--- config.mk ---
export PLATFORM = sky130hd
export DESIGN_NAME = async_fifo_rd_port
export DESIGN_NICKNAME = d
export VERILOG_FILES = /design/src/rtl/async_fifo_rd_port.sv
export SDC_FILE = /design/constraint.sdc
export NUM_CORES = 1
export LEC_CHECK = 0
export BUFFER_PORTS_ARGS = -buffer_cell sky130_fd_sc_hd__buf_4
export CAP_MARGIN = 10
export CORE_MARGIN = 8
export CORE_UTILIZATION = 35
export DETAILED_ROUTE_END_ITERATION = 16
export PLACE_DENSITY = 0.68
export SKIP_CTS_REPAIR_TIMING = 1
export SYNTH_ARGS = -nofsm -noshare
export SYNTH_HDL_FRONTEND = slang
export SYNTH_SLANG_ARGS = --single-unit
--- constraint.sdc ---
create_clock -name i_rclk -period 1.6 [get_ports i_rclk]
set_clock_uncertainty 0.05 [all_clocks]
set_input_delay 0.32 -clock i_rclk [delete_from_list [all_inputs] [get_ports i_rclk]]
set_output_delay 0.32 -clock i_rclk [all_outputs]
set_load 0.01 [all_outputs]
--- src/rtl/async_fifo_rd_port.sv ---
// async_fifo_rd_port: read-side controller of the async-compare FIFO (read pointer, empty sync, 2-entry output buffer)
// Define FIFO_RD_LEVEL_EN to expose the buffered-entry count on o_level.
module async_fifo_rd_port #(
    parameter int ADDR_WIDTH = 4,
    parameter int DATA_WIDTH = 16
) (
    input  logic                  i_rclk,
    input  logic                  dirclr_n,
    input  logic                  i_aempty_n,
    output logic [ADDR_WIDTH-1:0] o_rptr,
    output logic [ADDR_WIDTH-1:0] o_raddr,
    output logic                  o_ren,
    input  logic [DATA_WIDTH-1:0] i_rdata,
    output logic [DATA_WIDTH-1:0] o_data,
    output logic                  o_valid,
    input  logic                  i_ready,
`ifdef FIFO_RD_LEVEL_EN
    output logic [1:0]            o_level,
`endif
    output logic                  o_rempty
);
    logic                  empty_set_n;
    logic                  rempty2;
    logic [ADDR_WIDTH-1:0] rbin;
    logic [ADDR_WIDTH-1:0] rbin_inc;
    logic                  rd_pend;
    logic [1:0]            buf_cnt;
    logic [DATA_WIDTH-1:0] tail;
    logic [1:0]            credit;
    logic                  pop;
    logic                  push;

    // Pointers meeting presets empty at once; deassertion takes two rclk edges.
    assign empty_set_n = dirclr_n & i_aempty_n;

    always_ff @(posedge i_rclk or negedge empty_set_n)
        if (!empty_set_n) {o_rempty, rempty2} <= 2'b11;
        else {o_rempty, rempty2} <= {rempty2, 1'b0};

    assign pop      = o_valid & i_ready;
    assign push     = rd_pend;
    assign credit   = buf_cnt + {1'b0, rd_pend};
    assign o_ren    = !o_rempty && (credit < 2'd2 || pop);
    assign rbin_inc = rbin + ADDR_WIDTH'(1);
    assign o_raddr  = rbin;
    assign o_valid  = buf_cnt != 2'd0;
`ifdef FIFO_RD_LEVEL_EN
    assign o_level  = buf_cnt;
`endif

    always_ff @(posedge i_rclk or negedge dirclr_n)
        if (!dirclr_n) begin
            rbin    <= '0;
            o_rptr  <= '0;
            rd_pend <= 1'b0;
        end else begin
            rd_pend <= o_ren;
            if (o_ren) begin
                rbin   <= rbin_inc;
                o_rptr <= rbin_inc ^ (rbin_inc >> 1);
            end
        end

    // o_data is the buffer head; tail only holds the second entry.
    always_ff @(posedge i_rclk or negedge dirclr_n)
        if (!dirclr_n) begin
            buf_cnt <= 2'd0;
            o_data  <= '0;
            tail    <= '0;
        end else begin
            buf_cnt <= buf_cnt + {1'b0, push} - {1'b0, pop};
            if (push && (buf_cnt == 2'd0 || (pop && buf_cnt == 2'd1))) o_data <= i_rdata;
            else if (pop && buf_cnt == 2'd2) o_data <= tail;
            if (push && (buf_cnt == 2'd2 || (buf_cnt == 2'd1 && !pop))) tail <= i_rdata;
        end
endmodule

After elaboration in Yosys (flattened, before gate mapping)
Cells that the tools add are included.
Operators by class
  add/sub/neg operators: 3
  multipliers: 0
  divide/modulo/power cells: 0
  order comparisons: 1
  equal/unequal tests: 2
  shift operators: 0
  multiplexer cells: 2
  bitwise gates (word level): 3
  reduce and logical (&&, ||, !) cells: 14
Operator list (number)
  $mux W16: 2
  $logic_and A1 B1 Y1: 6
  $add A4 B1 Y4 const B: 1
  $reduce_bool A2 Y1: 2
  $xor A4 B3 Y4: 1
  $logic_or A1 B1 Y1: 3
  $add A2 B1 Y2: 1
  $and A1 B1 Y1: 2
  $eq A2 B1 Y1 const B: 1
  $eq A2 B2 Y1 const B: 1
  $logic_not A1 Y1: 2
  $logic_not A2 Y1: 1
  $lt A2 B2 Y1 const B: 1
  $sub A2 B1 Y2: 1
Storage, ports and cells
  bits in registers: 45
  latch bits: 0
  bits in writable memories: 0
  bits in read-only memories: 0
  input bits: 20
  output and inout bits: 27
  logic and storage cells: 33
  memories kept: 0

Longest topological paths before layout
Gate-level depths: netlist of the first run.
  depth in word-level cells: 6
  mapped depth: 5
  gate-level depth less buffers: 4

Worst setup path before layout of the first run
No wires, ideal clock.
  path type: flip-flop to flip-flop
  start point: register buf_cnt[0]
  end point: register rbin[1] (netlist: o_raddr[1])
  library setup time: 0.125 ns
  data arrival time: 1.676 ns
  required time: 1.425 ns
  setup slack: -0.251 ns
  stages on the path, launching flop included: 5
  buffers on the path: 0
  period minus slack after synthesis: 1.851 ns
  cells stage by stage: dfrtp_1 -> ha_1 -> nor2b_2 -> a211oi_4 -> mux2_2
Between the ends
  word-level cells in the longest chain between the ends: 4
  elaborated cells between the ends (all ways): 6
  classes of those cells: add/sub: 1; order compare: 1; bitwise: 1; reduce/logical: 3
Ends and longest elaborated chain
  start: declaration: RTL line 27  | logic [1:0] buf_cnt;
  start signal: assignment: RTL line 71  | buf_cnt <= buf_cnt + {1'b0, push} - {1'b0, pop};
  $add A2 B1 Y2 or $reduce_bool A2 Y1 (tied branches): RTL line 42, 46
  $lt A2 B2 Y1 or $and A1 B1 Y1 (tied branches): RTL line 43, 40
  $logic_or A1 B1 Y1 *: RTL line 43  | assign o_ren = !o_rempty && (credit < 2'd2 || pop);
  $logic_and A1 B1 Y1 *: RTL line 43
  net o_ren: RTL line 12  | output logic o_ren,
  end signal: assignment: RTL line 59  | rbin <= rbin_inc;
  end: declaration: RTL line 24  | logic [ADDR_WIDTH-1:0] rbin;
The timed path passes the listed nets; every way through them passes the cells marked *.
A chain may end at the register's enable or synchronous reset.

Final worst setup path of the first run
  start point: register buf_cnt[0]
  end point: output port o_ren
Between the ends
  word-level cells in the longest chain between the ends: 4
  elaborated cells between the ends (all ways): 6
  classes of those cells: add/sub: 1; order compare: 1; bitwise: 1; reduce/logical: 3
Ends and longest elaborated chain (RTL line)
  $add A2 B1 Y2 or $reduce_bool A2 Y1 (tied branches): 42, 46
  $lt A2 B2 Y1 or $and A1 B1 Y1 (tied branches): 43, 40
  $logic_or A1 B1 Y1 *: 43
  $logic_and A1 B1 Y1 *: 43
  end: declaration: 12
Mark *: on every way between the ends. The rest lies on a longest branch, timed or not.

==> impl.org, run 1 <==
** Critical path
- Max Fanout on Critical Path :: 3
- Critical path capture point type :: output port
- Crit path DAT :: 1.43 ns
- The startpoint identified for the worst register-to-register timing path is buf_cnt[0].
- Worst path cell trace :: ha_4 > nor2b_4 > a211oi_4 > buf_6
- Slack of the worst reg-to-reg path :: -0.08 ns
- The worst setup path is launched from a register.
- Peak per-stage delay on the critical path :: 0.44 ns
- The worst register-to-register path ends at o_raddr[1].
- R2R depth :: 5
- Slowest-stage cell, CP :: sky130_fd_sc_hd__dfrtp_2
- Required time of the critical path :: 1.23 ns
- The worst setup path is of the register to output port kind.

** Power
- Net switching is 30.8% of the power.
- Peak supply drop :: 1.03 mV
- Total power consumption of the routed design :: 6.00 mW
- The analysis attributes to net switching a power of 1.85 mW.
- Leakage power :: 1.32 nW
- Comb pwr share :: 50.1%
- Sequential cells account for 33.4% of the total power.
- Dividing total power by cell area gives a power density of 2150 nW/um2.
- Int Power :: 4.15 mW
- Of the total power, the clock network draws 16.5%.

** Layout
- Nets :: 224
- Fraction of layout instances using a drive strength above 1 :: 53.5%
- Registers take 1110 um2.
- Summing all multi-input logic gate instances after layout gives 945 um2.
- Measured on the finished design, the core utilization comes to 50.4%.
- The repair_antennas step left the layout with diodes totalling 0.
- From synthesis to final layout, the design area changed by 39.0%.
- FILL cells :: 498

** Logic synthesis
- Gate Count Post-Synth :: 137
- The cell area that synthesis handed to floorplanning was 2010 um2.
- Flops & latches, synth :: 44
- Ranking of synthesized cells by area :: sky130_fd_sc_hd__dfrtp_1 52%, sky130_fd_sc_hd__a221o_1 8.0%, sky130_fd_sc_hd__mux2_4 7.5%
- The most common cell in the synthesized netlist is sky130_fd_sc_hd__dfrtp_1.
- Sequential elements use 55.0% of the synthesized area.
- Cell taking the most area after synthesis :: sky130_fd_sc_hd__dfrtp_1
- In the synthesized netlist the dominant register cell turns out to be sky130_fd_sc_hd__dfrtp_1.
- Fraction of registers with async set/reset :: 100%
- Yosys warns :: 0
- Top cells by instance count after synthesis :: 42 x sky130_fd_sc_hd__dfrtp_1, 16 x sky130_fd_sc_hd__a221o_1, 10 x sky130_fd_sc_hd__mux2_2, 10 x sky130_fd_sc_hd__mux2_4, 9 x sky130_fd_sc_hd__and2_1
- EDFF count, synth :: 0
- Avg Inst Size Synth :: 14.7 um2
- Synthesis instantiated 34 different standard cells from the library.
- Area fraction of the dominant cell type after synthesis :: 52.3%
- When the netlist entered floorplanning its net count stood at 159.

** Timing
- Final worst path period need :: 1.80 ns
- Setup repair after global routing could not meet its margin everywhere.
- Endpoints failing setup :: 5
- Endpoints failing hold :: 0
- Post-layout worst setup margin :: -0.201 ns
- FMAX :: 555 MHz
- The final count of pins violating max slew came to 0.
- Crit share post-route :: 113%

** Global routing
- First-pass GRT wire length :: 7070 um
- Pin count of the biggest net entering global routing :: 31
- The via count of the first global-routing pass was 1,435.
- Global routing consumed, over all layers together, 10.5% of the routing resources.
- The number of antenna violations at the first check in global routing came to 0.
- For this run the aggregate overflow at the end of global routing stands at 0.

** Die
- The floorplan has 27 rows.
- During I/O placement, the number of pins put on the boundary was 47.
- Die width :: 91.7 um
- Starting utilization of the core area :: 36.2%
- The floorplan step defined a die boundary enclosing 8420 um2.
- Area of the placeable core :: 5540 um2
- In this run the vertical extent of the chip is 91.7 um.

** Outcome
- Failing checks :: setup timing
- Result of the run :: complete, but fails checks

** CTS
- Num CTS Buffers :: 5
- The H-tree generated during clock tree synthesis spans 2 levels.
- Clock-pin slew on the worst setup and hold paths :: 0.08 ns
- TritonCTS built the clock tree.
- At the later pin of the worst-skew pair, clock insertion delay measures 0.29 ns.
- Num Clock Sinks :: 44
- The clock passes through at most 2 buffers.
- Clock tree synthesis selected as its root buffer the cell sky130_fd_sc_hd__clkbuf_8.

** Routing
- Detailed routing inserted a total of 1,333 vias.
- After detailed routing, the total wire length is 4320 um.
- Final routed wire length divided by cell count :: 15.8 um
- In the routed design, unresolved DRC markers number 0.
- Detailed Routing Iterations Pass 1 :: 4
- The count of nets left with antenna violations once routing finished came out at 0.
- Post-DR vias/cell :: 4.86
- Initial DRC count :: 39

** Place
- Buffers placed on the I/O ports in this run total 46.
- HPWL after detailed placement :: 3020 um
- RD Place Congestion :: 0.704

** Job
- The tool flagged a number of max-cap violations equal to 0.

** Min path
- Class of the tightest hold or removal check :: primary input to asynchronous set/reset pin
==> layer usage <==
layer  up-vias  wire, um  global-route usage (%)
li1        624         -                       -
met2        36      2090                    17.5
met1       667      1930                    11.9
met4         0        47                    3.62
met5         -         0                       0
met3         6       264                    4.16
==> cell families after synthesis <==
family                   count (synthesis)  share of synthesized area, %
flip-flops                              44                          55.0
AND/OR/NAND/NOR                         31                          11.1
AO/OA/AOI/OAI                           22                          12.0
multiplexers                            20                          13.1
XOR/XNOR                                10                          5.05
buffers and inverters                    7                          2.37
adder cells (fa/ha/maj)                  2                          1.25
other                                    1                         0.187
==> per-stage QoR <==
step / hold WS, ns / setup WS, ns / setup TNS (ns) / instances / cell area [um2]
floorplan: -0.0256 / -0.114 / -0.456 / 137 / 2040
global placement: 0.220 / -0.0791 / -1.26 / 263 / 2550
detailed placement: 0.224 / -0.121 / -1.74 / 263 / 2550
CTS: -0.103 / -0.237 / -2.41 / 270 / 2680
global route: 0.0376 / -0.254 / -0.883 / 274 / 2790
finish: 0.0277 / -0.201 / -0.501 / 274 / 2790
==> state kept, by name (all words and copies together), names as in the netlist <==
name	flops
push	1
o_raddr	3
rempty2	1
tail	16
o_rptr	4
o_data	16
o_rempty	1
buf_cnt	2
==> worst max-delay path by stage <==
| stage | to | from | depth (start not counted) |
|---|---|---|---|
| 2_1_floorplan | o_raddr[1] | buf_cnt[0] | 4 |
| 3_3_place_gp | o_data[1] | buf_cnt[0] | 4 |
| 3_5_place_dp | o_data[7] | buf_cnt[0] | 4 |
| 4_1_cts | o_ren | buf_cnt[0] | 4 |
| 5_1_grt | o_ren | buf_cnt[0] | 4 |
| 6_report | o_ren | buf_cnt[0] | 4 |
==> worst max-delay path, delay by kind of cell, from the launching register on <==
family | cells | cell delay [ns]
buf+inv | 1 | 0.14
simple gates | 1 | 0.14
flops | 1 | 0.44
fa+ha+maj | 1 | 0.18
compound gates | 1 | 0.23
==> placed cells by master, fill, tap and decap left out, types with 2 or more instances in the layout <==
master | synthesis | routed
sky130_fd_sc_hd__bufinv_16 | 0 | 2
sky130_fd_sc_hd__nor3b_4 | 0 | 2
sky130_fd_sc_hd__xor2_1 | 4 | 4
sky130_fd_sc_hd__mux2_4 | 10 | 20
sky130_fd_sc_hd__and2_0 | 8 | 8
sky130_fd_sc_hd__nor2b_4 | 1 | 2
sky130_fd_sc_hd__dfrtp_2 | 0 | 2
sky130_fd_sc_hd__and2_1 | 9 | 9
sky130_fd_sc_hd__dfrtp_1 | 42 | 40
sky130_fd_sc_hd__xnor2_1 | 5 | 5
sky130_fd_sc_hd__dfstp_2 | 2 | 2
sky130_fd_sc_hd__nand2b_1 | 2 | 2
sky130_fd_sc_hd__buf_4 | 3 | 56
sky130_fd_sc_hd__buf_6 | 1 | 6
sky130_fd_sc_hd__a221o_1 | 16 | 16
sky130_fd_sc_hd__clkbuf_8 | 0 | 5
==> area by class of cell <==
| cell class | count | share of cell area [%] |
|---|---|---|
| Multi-Input combinational cell | 86 | 33.8 |
| Sequential cell | 44 | 39.6 |
| Clock inverter | 2 | 2.15 |
| Tap cell | 72 | 3.23 |
| Timing Repair Buffer | 64 | 18.6 |
| Clock buffer | 5 | 2.47 |
| Inverter | 1 | 0.134 |
==> power groups by stage <==
| stage | registers, mW | clock network (mW) | logic [mW] |
|---|---|---|---|
| floorplan | 2.13 | 0 | 1.65 |
| global placement | 2.01 | 0 | 2.73 |
| detailed placement | 2.01 | 0 | 2.81 |
| CTS | 2.00 | 1.01 | 2.80 |
| global route | 2.06 | 1.06 | 3.28 |
| finish | 2.00 | 0.989 | 3.01 |
(Power assumes the default switching activity.)
==> run 2, diff against run 1 <==
--- a/config.mk
+++ b/config.mk
@@ -11,6 +11,7 @@
 export CORE_UTILIZATION = 35
 export DETAILED_ROUTE_END_ITERATION = 16
 export PLACE_DENSITY = 0.68
+export RECOVER_POWER = 25
 export SKIP_CTS_REPAIR_TIMING = 1
 export SYNTH_ARGS = -nofsm -noshare
 export SYNTH_HDL_FRONTEND = slang
==> run 2 against run 1 <==
The run still ends with setup timing left. Flip-flop and latch count did not move. Register-to-register slack about the same. Die area unchanged. Hold slack unchanged. Critical path type unchanged.
==> impl.org, run 2 (synthesis results as in run 1) <==
** Outcome
- The run finished, with violations left.
- Failing checks :: setup timing

** CTS
- Deepest level of the CTS H-tree :: 2
- The clock reaches the later pin of the worst-skew pair after 0.29 ns.
- The clock passes through at most 2 buffers.
- Clock tree from TritonCTS :: done
- After clock tree synthesis, the clock-pin slew on the worst setup and hold paths is 0.08 ns.
- The tree is rooted in a sky130_fd_sc_hd__clkbuf_8.
- TritonCTS created 5 clock buffers.
- The clock drives 44 sinks.

** Power
- Peak supply drop :: 1.03 mV
- In this run, flip-flops and latches consume 33.4% of the power.
- Net switching is 30.9% of the power.
- Summed over all nets, the switching power comes to 1.85 mW.
- In this run, the combinational gates consume 50.1% of the power.
- In this run, the clock network consumes 16.5% of the power.
- Int Power :: 4.15 mW
- Total power consumption of the routed design :: 6.00 mW
- Summed over all cells, the static leakage comes to 1.32 nW.
- PD cells :: 2150 nW/um2

** Global routing
- The number of antenna violations at the first check in global routing was 0.
- Summed over all layers, the global routing overflow is 0.
- The via count of the first global-routing pass came to 1,435.
- In the global route stage, overall resource usage came out at 10.5%.
- First-pass GRT wire length :: 7070 um
- Entering global routing, the biggest net connects 31 pins.

** Timing
- Unrepaired setup endpoints after global routing :: true
- Endpoints failing setup :: 5
- The number of hold violations in the final report is 0.
- After layout, the worst setup slack is -0.201 ns.
- The final count of pins violating max slew is 0.
- Tightest Pin Transition :: 0.729 ns
- Based on the critical path, the design can be clocked at up to 555 MHz.
- Final worst path period need :: 1.80 ns
- Measured against its own limit, the worst slew margin works out to 51.4%.
- Crit share post-route :: 113%
- Hold timing on the final database bottoms out at a slack of 0.0277 ns.

** Critical path
- Path type of the worst setup path :: register to output port
- Along the worst path, the maximum fanout reaches 3.
- Walking the worst path, the cells encountered are ha_4 > nor2b_4 > a211oi_4 > buf_6.
- The slowest stage of the critical path belongs to the cell sky130_fd_sc_hd__dfrtp_2.
- At the worst endpoint, the required time is 1.23 ns.
- STA classifies the critical path endpoint as an output port.
- Crit path DAT :: 1.43 ns
- For this run, the slowest stage of the critical path takes 0.44 ns.
- STA classifies the critical path startpoint as a register.

** Routing
- Number of DRC violations after detailed routing :: 0
- Routed Wire Length :: 4320 um
- In the final routed layout, each cell accounts on average for 15.8 um.
- Across all layers, the routed design uses 1,330 vias.
- The detail route stage leaves a number of antenna-violating nets equal to 0.
- Detailed Routing Iterations Pass 1 :: 4
- In the routed layout, each cell is associated on average with a via count of 4.85.
- Initial DRC count :: 39

** Place
- HPWL after detailed placement :: 3020 um
- The congestion estimate from routability-driven global placement came to 0.704.
- In this run the tool buffered the top-level ports with 46 buffer cells.
- Before CTS, the worst setup slack after placement is -0.121 ns.

** Die
- I/O pin count :: 47
- The floorplan step defined a core boundary enclosing 5540 um2.
- In this run the vertical extent of the chip is 91.7 um.
- Die outline area :: 8420 um2
- Placement Rows :: 27
- In this run the horizontal extent of the chip is 91.7 um.
- For this configuration, the core starts out at a cell density of 36.2%.

** Job
- Max-cap violations in this run came to 0.

** Layout
- Nets :: 224
- Top Registers :: o_data (16), tail (16), o_rptr (4)
- Relative to the synthesized area, the layout overhead comes to 38.9%.
- Area of combinational cells with multiple inputs :: 945 um2
- The number of antenna diodes in the final layout is 0.
- FILL cells :: 497
- Leaving out fill and tap cells, the most frequent cell in the layout is sky130_fd_sc_hd__buf_4.
- Fraction of layout instances using a drive strength above 1 :: 53.5%
- In the final layout, flip-flops and latches occupy 1110 um2.
- Commonest non-fill, non-tap cells in the layout :: 55 x sky130_fd_sc_hd__buf_4, 40 x sky130_fd_sc_hd__dfrtp_1, 20 x sky130_fd_sc_hd__mux2_4

** Min path
- The worst hold path belongs to the class primary input to asynchronous set/reset pin.
==> run 2: area by class of cell <==
class                           count  share of cell area (%)
Clock inverter                      2                    2.15
Clock buffer                        5                    2.47
Tap cell                           72                    3.23
Timing Repair Buffer               64                    18.5
Multi-Input combinational cell     86                    33.9
Sequential cell                    44                    39.7
Inverter                            1                   0.135
==> run 2: final timing paths <==
| path | startpoint | end | slack, ns | cells after the start |
|---|---|---|---|---|
| setup / recovery | buf_cnt[0] | o_ren | -0.20 | 4 |
| hold / removal | i_aempty_n | rempty2 | 0.03 | 2 |
| setup reg to reg | buf_cnt[0] | o_raddr[1] | -0.08 | 5 |
| hold reg to reg | rempty2 | o_rempty | 0.31 | 0 |
| max in group asynchronous | dirclr_n | o_raddr[2] | 0.25 | 3 |
| min in group i_rclk | i_rdata[3] | o_data[3] | 0.21 | 2 |
==> run 2: power by group through the flow <==
stage / Clock [mW] / Combinational (mW) / Sequential (mW)
3_3_place_gp: 0 / 2.73 / 2.01
4_1_cts: 1.01 / 2.80 / 2.00
3_5_place_dp: 0 / 2.81 / 2.01
2_1_floorplan: 0 / 1.65 / 2.13
5_1_grt: 1.06 / 3.28 / 2.06
6_report: 0.989 / 3.01 / 2.00
==> run 2: routing by layer <==
layer / track usage (%) / part of all wire, % / wire length (um)
met1: 11.9 / 45 / 1930
met2: 17.5 / 48 / 2090
met3: 4.16 / 5.9 / 257
met4: 3.62 / 1.1 / 47
met5: 0 / 0 / 0
==> run 2: stage by stage <==
stage	setup TNS [ns]	util (%)	instances	area (um2)
after floorplan	-0.456	-	137	2040
after global placement	-1.26	46.0	263	2550
after detailed placement	-1.74	46.0	263	2550
after CTS	-2.41	48.4	270	2680
after global routing	-0.883	50.3	274	2790
final	-0.501	50.3	274	2790
==> run 2: critical path: cells and delay by family (launching register included) <==
family / cells / cell delay, ns
compound gates: 1 / 0.23
fa+ha+maj: 1 / 0.18
buf+inv: 1 / 0.14
flops: 1 / 0.44
simple gates: 1 / 0.14
==> run 3, diff against run 2 <==
--- a/config.mk
+++ b/config.mk
@@ -12,6 +12,7 @@
 export DETAILED_ROUTE_END_ITERATION = 16
 export PLACE_DENSITY = 0.68
 export RECOVER_POWER = 25
+export REMOVE_ABC_BUFFERS = 1
 export SKIP_CTS_REPAIR_TIMING = 1
 export SYNTH_ARGS = -nofsm -noshare
 export SYNTH_HDL_FRONTEND = slang
==> run 3 against run 2 <==
The flow still finishes with violations (setup timing). Maximum frequency decreased by 2.0%. Sequential power barely moved. Count of clock-buffer cells in the layout unchanged. Critical path type unchanged. Highest routed layer unchanged.
==> impl.org, run 3 (synthesis results as in run 1) <==
** Layout
- FILL cells :: 506
- Area Overhead vs Synth :: 39.8%
- Sequential Area :: 1100 um2
- Top Registers :: o_data (16), tail (16), o_rptr (4)
- Leaving out fill and tap cells, the most frequent cell in the layout is sky130_fd_sc_hd__buf_4.
- The finished cells cover 2810 um2.
- Area of combinational cells with multiple inputs :: 917 um2
- Cells with a size suffix above 1 make up 55.2% of the layout.
- Antenna Cells :: 0
- Nets :: 231
- Commonest non-fill, non-tap cells in the layout :: 62 x sky130_fd_sc_hd__buf_4, 41 x sky130_fd_sc_hd__dfrtp_1, 16 x sky130_fd_sc_hd__a221o_1

** Place
- Port buffering added 46 buffers.
- At the end of routability-driven placement, the weighted congestion stood at 0.736.
- HPWL after detailed placement :: 3070 um
- Cell area after placement :: 2520 um2

** Routing
- Summed over all layers, the routed wires come to 4400 um.
- The pre-antenna-repair detailed-routing pass consisted of 4 iterations.
- Vias after detailed routing :: 1,363
- Dividing the detail-routed via count by the number of cells gives 4.83.
- Initial DRC count :: 23
- In the final routed layout, each cell accounts on average for 15.6 um.
- Number of DRC violations after detailed routing :: 0
- Post-route ant nets :: 0

** CTS
- Clock tree from TritonCTS :: done
- The number of clock buffers added by TritonCTS is 5.
- After clock tree synthesis, the clock-pin slew on the worst setup and hold paths is 0.08 ns.
- The later pin in the worst-skew pair is clocked with a latency of 0.29 ns.
- Deepest level of the CTS H-tree :: 2
- The longest clock path from root to sink contains 2 buffers.
- The clock net in this run drives a total of 44 sinks.
- CTS placed an instance of sky130_fd_sc_hd__clkbuf_8 at the clock tree root.

** Timing
- Tightest Pin Transition :: 0.736 ns
- Crit share post-route :: 115%
- Endpoints failing hold :: 0
- The worst pin sits at a relative slew slack of 51.0%.
- The worst path in the final design needs a cycle of 1.84 ns, including I/O delays and setup.
- Endpoints failing setup :: 7
- FMAX :: 544 MHz
- Unrepaired setup endpoints after global routing :: true
- Setup TNS Final :: -0.905 ns
- Setup slack on the critical path of the routed design comes to -0.239 ns.
- The final count of pins violating max slew is 0.

** Min path
- Class of the tightest hold or removal check :: primary input to asynchronous set/reset pin

** Power
- Power spread over the standard cell area amounts to 2080 nW/um2.
- Leakage power :: 1.32 nW
- Total power for the finished layout comes to 5.85 mW.
- Peak supply drop :: 1.14 mV

** Critical path
- The number of buffers and inverters on the critical path is 2.
- Tracing the worst setup path back leads to its startpoint at push.
- Peak per-stage delay on the critical path :: 0.42 ns
- The slowest stage of the critical path belongs to the cell sky130_fd_sc_hd__dfrtp_1.
- Slack of the worst reg-to-reg path :: -0.16 ns
- Required time of the critical path :: 1.23 ns
- Crit path DAT :: 1.47 ns
- The endpoint identified for the worst register-to-register timing path is o_rptr[0].
- On the critical path the largest part of the delay comes from flip-flops.
- Worst path cell trace :: ha_4 > nor2b_4 > a211oi_4 > buf_6 > buf_6
- The number of cells on the worst reg-to-reg path is 7.
- The critical path runs through a total of 5 cells.
- The startpoint identified for the worst register-to-register timing path is push.
- Max Fanout on Critical Path :: 4
- Cell mode on critical path :: sky130_fd_sc_hd__buf_6
- Critical path capture point type :: output port
- Path type of the worst setup path :: register to output port
- The critical path ends at o_ren.
- Category of the worst setup path launch point :: register

** Global routing
- Pin count of the biggest net entering global routing :: 31
- Via count of the first global-routing pass :: 1,385
- Met1 capacity usage during global routing :: 13.3%
- Number of antenna violations at the first check in global routing :: 0
- Peak-usage layer in the global routing report :: met2
- Global routing used 15.7% of the available met2 tracks.
- The first global-routing pass estimated 7090 um of wire.
- Total global routing track utilization :: 10.4%
- GR Overflow Total :: 0
- For this run, global-route usage on met3 was measured as 4.65%.

** Die
- The floorplan has 27 rows.
- Area of the placeable core :: 5540 um2
- Die outline area :: 8420 um2
- The die is 91.7 um wide.
- I/O pin count :: 47
- From bottom edge to top edge, the die measures 91.7 um.
- For this configuration, the core starts out at a cell density of 36.2%.

** Outcome
- Result of the run :: complete, but fails checks
- The final reports fail on setup timing.

** Job
- The tool flagged a number of max-cap violations equal to 0.
==> run 3: power breakdown <==
part,internal [mW],leakage [nW],switching [mW]
Clock,0.470,0.0548,0.389
Sequential,1.66,0.525,0.330
Combinational,1.84,0.741,1.16
Total,3.97,1.32,1.88
==> run 3: cell type report <==
type	count	area share (%)
well taps	72	3.21
multi-input cells	86	32.7
flip-flops and latches	44	39.3
repair buffers	71	20.5
inverters	1	0.134
clock inverters	3	1.65
clock buffers	5	2.45
==> run 3: stage by stage <==
step,utilization (%),instances,worst slack [ns],hold WS (ns)
final,50.7,282,-0.239,0.0228
after detailed placement,45.4,263,-0.130,0.216
after floorplan,-,131,-0.251,-0.0256
after CTS,47.5,271,-0.443,-0.113
after global placement,45.4,263,-0.110,0.215
after global routing,50.7,282,-0.302,0.0322
==> run 3: routing by layer <==
metal	routed length, um	vias up
met2	2050	42
met3	332	3
li1	-	641
met5	0	-
met1	2000	677
met4	14	0
==> run 3: how the worst min path moves through the flow <==
stage                    start          to  slack, ns  cells after the start
floorplan             dirclr_n  buf_cnt[0]      -0.03                      0
CTS                   dirclr_n  o_data[12]      -0.11                      1
detailed placement    dirclr_n   o_data[2]       0.22                      1
global placement      dirclr_n   o_data[1]       0.21                      1
finish              i_aempty_n     rempty2       0.02                      2
global route        i_aempty_n    o_rempty       0.03                      2
